[src/rtl/video_in_write_if.sv]
// Wishbone master write bus between the video-in DMA and RAM.
// Signal names match the legacy flat ports so the top can stay drop-in compatible.
interface video_in_write_if;
    logic [31:0] p_wb_ADR_O;
    logic [31:0] p_wb_DAT_O;
    logic        p_wb_ACK_I;
    logic        p_wb_STB_O;
    logic        p_wb_CYC_O;
    logic        p_wb_LOCK_O;
    logic [3:0]  p_wb_SEL_O;
    logic        p_wb_WE_O;

    modport master (
        output p_wb_ADR_O, p_wb_DAT_O, p_wb_STB_O, p_wb_CYC_O,
               p_wb_LOCK_O, p_wb_SEL_O, p_wb_WE_O,
        input  p_wb_ACK_I
    );

    modport slave (
        input  p_wb_ADR_O, p_wb_DAT_O, p_wb_STB_O, p_wb_CYC_O,
               p_wb_LOCK_O, p_wb_SEL_O, p_wb_WE_O,
        output p_wb_ACK_I
    );
endinterface

[src/rtl/video_in_write.sv]
// Input-side frame DMA: pops pixels from a FWFT FIFO, packs 4 per word (MSB first)
// and writes one frame to RAM at the given base, pulsing interrupt for 4 cycles at the end.
module video_in_write #(
    parameter int unsigned p_WIDTH  = 640,
    parameter int unsigned p_HEIGHT = 480,
    parameter int unsigned NBPACK   = 16
) (
    input  logic        clk,
    input  logic        RST,
    input  logic [31:0] wb_reg_data,
    input  logic [31:0] wb_reg_ctr,
    output logic        interrupt,
    video_in_write_if.master wb,
    input  logic        empty,
    input  logic [7:0]  pixel_in,
    output logic        r_e
);
    localparam int unsigned NWORDS = NBPACK / 4;
    localparam int unsigned TOTAL  = p_WIDTH * p_HEIGHT;
    localparam int unsigned PW     = $clog2(TOTAL + 1);
    localparam int unsigned BW     = $clog2(NBPACK + 1);
    localparam int unsigned WW     = $clog2(NWORDS + 1);

    localparam logic [2:0] S_IDLE     = 3'd0;
    localparam logic [2:0] S_FILL     = 3'd1;
    localparam logic [2:0] S_WRITE    = 3'd2;
    localparam logic [2:0] S_WAIT_ACK = 3'd3;
    localparam logic [2:0] S_BREAK    = 3'd4;
    localparam logic [2:0] S_DONE     = 3'd5;

    logic [2:0]    state_q,   state_d;
    logic          ctr_q;
    logic [31:0]   base_q,    base_d;
    logic [PW-1:0] pix_q,     pix_d;
    logic [BW-1:0] buf_cnt_q, buf_cnt_d;
    logic [WW-1:0] w_q,       w_d;
    logic [1:0]    int_cnt_q, int_cnt_d;
    logic [31:0]   adr_q,     adr_d;
    logic [31:0]   dat_q,     dat_d;
    logic          bus_q,     bus_d;
    logic          irq_q,     irq_d;
    logic [7:0]    pix_buf_q [NBPACK];
    logic [31:0]   word;
    logic          start_edge;
    logic          unused_bits;

    assign unused_bits = ^{wb_reg_ctr[31:1], wb_reg_data[1:0]};
    assign start_edge  = ~ctr_q & wb_reg_ctr[0];
    assign r_e         = (state_q == S_FILL) & ~empty;

    assign interrupt      = irq_q;
    assign wb.p_wb_ADR_O  = adr_q;
    assign wb.p_wb_DAT_O  = dat_q;
    assign wb.p_wb_STB_O  = bus_q;
    assign wb.p_wb_CYC_O  = bus_q;
    assign wb.p_wb_WE_O   = bus_q;
    assign wb.p_wb_LOCK_O = 1'b0;
    assign wb.p_wb_SEL_O  = 4'hf;

    always_comb begin
        word = '0;
        for (int unsigned k = 0; k < NWORDS; k++) begin
            if (w_q == WW'(k)) begin
                word = {pix_buf_q[4*k], pix_buf_q[4*k+1], pix_buf_q[4*k+2], pix_buf_q[4*k+3]};
            end
        end
    end

    always_comb begin
        state_d   = state_q;
        base_d    = base_q;
        pix_d     = pix_q;
        buf_cnt_d = buf_cnt_q;
        w_d       = w_q;
        int_cnt_d = int_cnt_q;
        adr_d     = adr_q;
        dat_d     = dat_q;
        bus_d     = bus_q;
        irq_d     = irq_q;
        case (state_q)
            S_IDLE: begin
                if (start_edge) begin
                    base_d    = {wb_reg_data[31:2], 2'b00};
                    pix_d     = '0;
                    buf_cnt_d = '0;
                    w_d       = '0;
                    state_d   = S_FILL;
                end
            end
            S_FILL: begin
                if (r_e) begin
                    buf_cnt_d = buf_cnt_q + BW'(1);
                    if (buf_cnt_q == BW'(NBPACK - 1)) state_d = S_WRITE;
                end
            end
            S_WRITE: begin
                adr_d   = base_q + 32'(pix_q);
                dat_d   = word;
                bus_d   = 1'b1;
                state_d = S_WAIT_ACK;
            end
            S_WAIT_ACK: begin
                if (wb.p_wb_ACK_I) begin
                    bus_d   = 1'b0;
                    pix_d   = pix_q + PW'(4);
                    w_d     = w_q + WW'(1);
                    state_d = S_BREAK;
                end
            end
            S_BREAK: begin
                if (w_q < WW'(NWORDS)) begin
                    state_d = S_WRITE;
                end else begin
                    w_d       = '0;
                    buf_cnt_d = '0;
                    if (pix_q == PW'(TOTAL)) begin
                        irq_d     = 1'b1;
                        int_cnt_d = '0;
                        state_d   = S_DONE;
                    end else begin
                        state_d = S_FILL;
                    end
                end
            end
            S_DONE: begin
                // interrupt was raised on entry; it stays up for int_cnt 0..3
                if (int_cnt_q == 2'd3) begin
                    irq_d     = 1'b0;
                    int_cnt_d = '0;
                    state_d   = S_IDLE;
                end else begin
                    int_cnt_d = int_cnt_q + 2'd1;
                end
            end
            default: state_d = S_IDLE;
        endcase
    end

    always_ff @(posedge clk) begin
        if (RST) begin
            state_q   <= S_IDLE;
            ctr_q     <= 1'b1;
            base_q    <= '0;
            pix_q     <= '0;
            buf_cnt_q <= '0;
            w_q       <= '0;
            int_cnt_q <= '0;
            adr_q     <= '0;
            dat_q     <= '0;
            bus_q     <= 1'b0;
            irq_q     <= 1'b0;
        end else begin
            state_q   <= state_d;
            ctr_q     <= wb_reg_ctr[0];
            base_q    <= base_d;
            pix_q     <= pix_d;
            buf_cnt_q <= buf_cnt_d;
            w_q       <= w_d;
            int_cnt_q <= int_cnt_d;
            adr_q     <= adr_d;
            dat_q     <= dat_d;
            bus_q     <= bus_d;
            irq_q     <= irq_d;
        end
    end

    // Burst buffer is plain datapath storage; reset only rewinds buf_cnt.
    always_ff @(posedge clk) begin
        if (r_e) begin
            for (int unsigned k = 0; k < NBPACK; k++) begin
                if (buf_cnt_q == BW'(k)) pix_buf_q[k] <= pixel_in;
            end
        end
    end
endmodule

[src/flat_wrapper.sv]
// flat-port wrapper written by rule: the top's interface ports become plain ports
module video_in_write_flat 
#(
    parameter int unsigned p_WIDTH  = 640,
    parameter int unsigned p_HEIGHT = 480,
    parameter int unsigned NBPACK   = 16
)
  (clk, RST, wb_reg_data, wb_reg_ctr, interrupt, empty, pixel_in, r_e, wb_p_wb_ADR_O, wb_p_wb_DAT_O, wb_p_wb_STB_O, wb_p_wb_CYC_O, wb_p_wb_LOCK_O, wb_p_wb_SEL_O, wb_p_wb_WE_O, wb_p_wb_ACK_I);
  video_in_write_if wb_i ();
  input  logic clk;
  input  logic RST;
  input  logic [31:0] wb_reg_data;
  input  logic [31:0] wb_reg_ctr;
  output logic interrupt;
  input  logic empty;
  input  logic [7:0] pixel_in;
  output logic r_e;
  output wire logic [$bits(wb_i.p_wb_ADR_O)-1:0] wb_p_wb_ADR_O;
  output wire logic [$bits(wb_i.p_wb_DAT_O)-1:0] wb_p_wb_DAT_O;
  output wire logic [$bits(wb_i.p_wb_STB_O)-1:0] wb_p_wb_STB_O;
  output wire logic [$bits(wb_i.p_wb_CYC_O)-1:0] wb_p_wb_CYC_O;
  output wire logic [$bits(wb_i.p_wb_LOCK_O)-1:0] wb_p_wb_LOCK_O;
  output wire logic [$bits(wb_i.p_wb_SEL_O)-1:0] wb_p_wb_SEL_O;
  output wire logic [$bits(wb_i.p_wb_WE_O)-1:0] wb_p_wb_WE_O;
  input wire logic [$bits(wb_i.p_wb_ACK_I)-1:0] wb_p_wb_ACK_I;
  assign wb_p_wb_ADR_O = wb_i.p_wb_ADR_O;
  assign wb_p_wb_DAT_O = wb_i.p_wb_DAT_O;
  assign wb_p_wb_STB_O = wb_i.p_wb_STB_O;
  assign wb_p_wb_CYC_O = wb_i.p_wb_CYC_O;
  assign wb_p_wb_LOCK_O = wb_i.p_wb_LOCK_O;
  assign wb_p_wb_SEL_O = wb_i.p_wb_SEL_O;
  assign wb_p_wb_WE_O = wb_i.p_wb_WE_O;
  assign wb_i.p_wb_ACK_I = wb_p_wb_ACK_I;
  video_in_write #(.p_WIDTH(p_WIDTH), .p_HEIGHT(p_HEIGHT), .NBPACK(NBPACK)) u_core (.clk(clk), .RST(RST), .wb_reg_data(wb_reg_data), .wb_reg_ctr(wb_reg_ctr), .interrupt(interrupt), .wb(wb_i), .empty(empty), .pixel_in(pixel_in), .r_e(r_e));
endmodule
[config.mk]
export PLATFORM = sky130hd
export DESIGN_NAME = video_in_write_flat
export DESIGN_NICKNAME = d
export VERILOG_FILES = /design/src/rtl/video_in_write_if.sv /design/src/rtl/video_in_write.sv /design/src/flat_wrapper.sv
export SDC_FILE = /design/constraint.sdc
export NUM_CORES = 1
export LEC_CHECK = 0
export BUFFER_PORTS_ARGS = -buffer_cell sky130_fd_sc_hd__buf_2
export CORE_MARGIN = 2
export CORE_UTILIZATION = 45
export CTS_CLUSTER_SIZE = 28
export DETAILED_ROUTE_END_ITERATION = 8
export PLACE_DENSITY = 0.76
export RECOVER_POWER = 25
export SYNTH_ARGS = -nofsm -noshare
export SYNTH_HDL_FRONTEND = slang
export SYNTH_SLANG_ARGS = --single-unit
[constraint.sdc]
create_clock -name clk -period 3.77 [get_ports clk]
set_clock_uncertainty 0.2 [all_clocks]
set_input_delay 0 -clock clk [delete_from_list [all_inputs] [get_ports clk]]
set_output_delay 0 -clock clk [all_outputs]
set_load 0.05 [all_outputs]
==> flow_summary.ini <==
[worst_setup_path]
cpPeakStageDelay_ps = 470
rr_startpoint = u_core.pix_q[2]
worstPathArrival_ps = 3210
r2r_slack_ps = 780
cp-end-kind = flop
cp.depth = 9
crit_buf_inv = 1
worst-setup-path-type = flop to flop
cp_slowest_cell = o211ai_1
worst_ep_required_time_ps = 3990
r2r-end = u_core.wb.p_wb_ADR_O[22]
endpoint = u_core.wb.p_wb_ADR_O[22]
crit_top_cell = o211ai_1
worstPathMaxFanout = 6
r2r_cells = 9
critPathLaunchType = flop
critPathTopFamily = compound AO/OA/AOI/OAI gates
crit_chain = ha_1 > fa_1 > a211oi_1 > o21ai_0 > buf_4 > o211a_1 > o211ai_1 > a2111o_1 > o211ai_1
critPathLaunch = u_core.pix_q[2]

[routing]
routed_via_density = 5.50
drt_wl_total_um = 25700
drtIter0Drc = 753
ant_nets = 0
drc = 0
via_count = 8516
wire_per_inst_um = 16.6
first_pass_iters = 5

[pwr]
p_seq_share_pct = 42.8
pwr-share-comb_pct = 24.1
p_leak_nw = 4.86
internal_power_mw = 5.12
power_switching_mw = 2.55
irDropWorstVdd_uv = 313
p_clk_share_pct = 33.1
p_sw_share_pct = 33.3
p_per_area_mw_per_mm2 = 584

[timing]
worst_slew_pin_slew_ps = 934
min_period_ps = 2990
finalCritPeriodShare_pct = 79.4
rsz0062_at_grt = no
relSlewSlack_pct = 37.8
setup_viol = 0
fmax_ghz = 0.334
hold_viol = 0
drv_slew = 0
setup_tns_ps = 0

[logic_synthesis]
synth.distinct_cells = 56
async_flop_share_pct = 0
yosysTopAreaCellShare_pct = 35.2
synthTopCellsByArea = edfxtp_1 35%, dfxtp_1 23%, a211oi_1 4.7%
synth_edf_count = 128
yosysSeqAreaShare_pct = 58.0
yosys_register_bits = 253
ys.flop_type = edfxtp_1
yosys_warnings = 0
syn_area_mm2 = 0.0109
yosysTopAreaCell = edfxtp_1
avgSynthCellArea_um2 = 10.3
netlist_instances = 1064

[die]
ioPinCount = 150
die_h_um = 160
start_util_pct = 45.4
die_w_um = 160
placementRows = 57
core_area_mm2 = 0.0241
die_area_mm2 = 0.0256

[finish]
num-nets-final = 1311
fin_util_pct = 54.5
diodes = 0
syn_to_final_growth_pct = 20.1
layout-drive-gt1-share_pct = 13.7
mostFrequentLayoutCell = nor2_1
final_cell_mix = 132 x nor2_1, 128 x edfxtp_1, 125 x dfxtp_1, 116 x nand2_1, 101 x buf_2

[cts]
clock_path_buffers = 3
cts_hold_buf = 56
clk_pin_slew_ps = 60
cts_tree = done
clock-sinks = 253
postCtsSetupBuffers = 0
cts_made_buffers = 26
cts_max_level = 1
cts-resized-gates = 0
root_buffer = clkbuf_16
clk_latency_ps = 550

[global_route]
antenna_found_initial = 0
track_usage_pct = 19.5
grt_max_degree = 65
grt_pass1_vias = 8160
grt_pass1_wl_um = 41100
gr-total-overflow = 0

[place]
gp_congestion = 0.887
io_buffers = 109
hpwl_um = 16300

[worst_hold_path]
hold_path.class = input port to flop

[flow_run]
cap_violations = 0

[outcome]
outcome = finished clean
## worst min path at each step
stage                               start                      to  slack, ps  cells after the start
after floorplan               pixel_in[0]  u_core.pix_buf_q[0][0]       -100                      0
after global placement      wb_reg_ctr[0]            u_core.ctr_q         20                      2
after detailed placement    wb_reg_ctr[0]            u_core.ctr_q         30                      2
after CTS                 wb_reg_data[17]       u_core.base_q[17]         40                      4
after global routing      wb_reg_data[17]       u_core.base_q[17]         70                      4
final                     wb_reg_data[11]       u_core.base_q[11]         50                      4
## cell families (layout without fill, tap and decap cells)
group                    after synthesis  after routing  synth area share, %
flip-flops                           253            253                 58.0
other                                  2              7               0.0687
multiplexers                           5              5                0.458
buffers and inverters                 86            241                 3.36
AND/OR/NAND/NOR                      401            401                 16.9
AO/OA/AOI/OAI                        270            270                 16.3
adder cells (fa/ha/maj)               31             31                 3.62
XOR/XNOR                              16             16                 1.28
## state kept, by name (all words and copies together) (netlist names)
signal,cells
u_core.ctr_q,1
u_core.w_q,3
u_core.int_cnt_q,2
u_core.pix_q,17
u_core.buf_cnt_q,5
u_core.wb.p_wb_CYC_O,1
u_core.base_q,30
u_core.pix_buf_q,128
u_core.wb.p_wb_ADR_O,30
u_core.interrupt,1
u_core.wb.p_wb_DAT_O,32
u_core.state_q,3
## stage by stage
stage / total power [mW] / hold WS [ps] / area, µm² / std cells / worst slack [ps]
2_1_floorplan: 4.68 / -101 / 11000 / 1069 / 1080
3_3_place_gp: 5.10 / 18.3 / 11700 / 1444 / 905
3_5_place_dp: 5.13 / 27.8 / 11700 / 1444 / 886
4_1_cts: 7.71 / 40.8 / 13100 / 1548 / 820
5_1_grt: 8.00 / 66.6 / 13100 / 1548 / 608
6_report: 7.67 / 49.1 / 13100 / 1548 / 776
## layout make-up
class,count,area (µm²)
fillers,2021,11000
well taps,324,405
clock buffers,38,736
clock inverters,10,125
repair buffers,181,1220
multi-input cells,730,4260
flip-flops and latches,253,6350
inverters,12,45.0
## worst reg2reg max path, cell delays in order (launching register included)
cell and delay, ps:
dfxtp_1 360, ha_1 240, fa_1 430, a211oi_1 280
o21ai_0 120, buf_4 170, o211a_1 280, o211ai_1 470
a2111o_1 240, o211ai_1 90
## routing by layer
layer | global-route usage [%] | part of all wire [%]
met1 | 26.4 | 44
met2 | 32.8 | 48
met3 | 2.65 | 5.5
met4 | 6.06 | 2.1
met5 | 0 | 0
## synthesized netlist by cell type (5+ instances only)
| cell type | count |
|---|---|
| a211oi_1 | 69 |
| nor3_1 | 42 |
| inv_1 | 12 |
| nor2b_1 | 7 |
| a311oi_1 | 8 |
| or2_2 | 6 |
| clkbuf_1 | 62 |
| mux2i_1 | 5 |
| xnor2_1 | 10 |
| a21oi_1 | 81 |
| and3_1 | 6 |
| a21o_1 | 5 |
| nand2b_1 | 11 |
| nor3b_1 | 5 |
| nand4_1 | 10 |
| a22oi_1 | 32 |
| o21ai_0 | 32 |
| dfxtp_1 | 125 |
| edfxtp_1 | 128 |
| o211ai_1 | 10 |
| or3_1 | 14 |
| xor2_1 | 6 |
| nand2_1 | 117 |
| nand3_1 | 26 |
| buf_4 | 10 |
| ha_1 | 30 |
| nor2_1 | 132 |
## power by group through the flow
stage | Combinational (mW) | Sequential (mW) | Clock [mW]
after global routing | 1.99 | 3.31 | 2.70
final | 1.85 | 3.28 | 2.54
after global placement | 1.77 | 3.33 | 0
after floorplan | 0.779 | 3.90 | 0
after detailed placement | 1.79 | 3.34 | 0
after CTS | 1.85 | 3.28 | 2.58
Note: power is estimated with default switching activity, not from simulation.
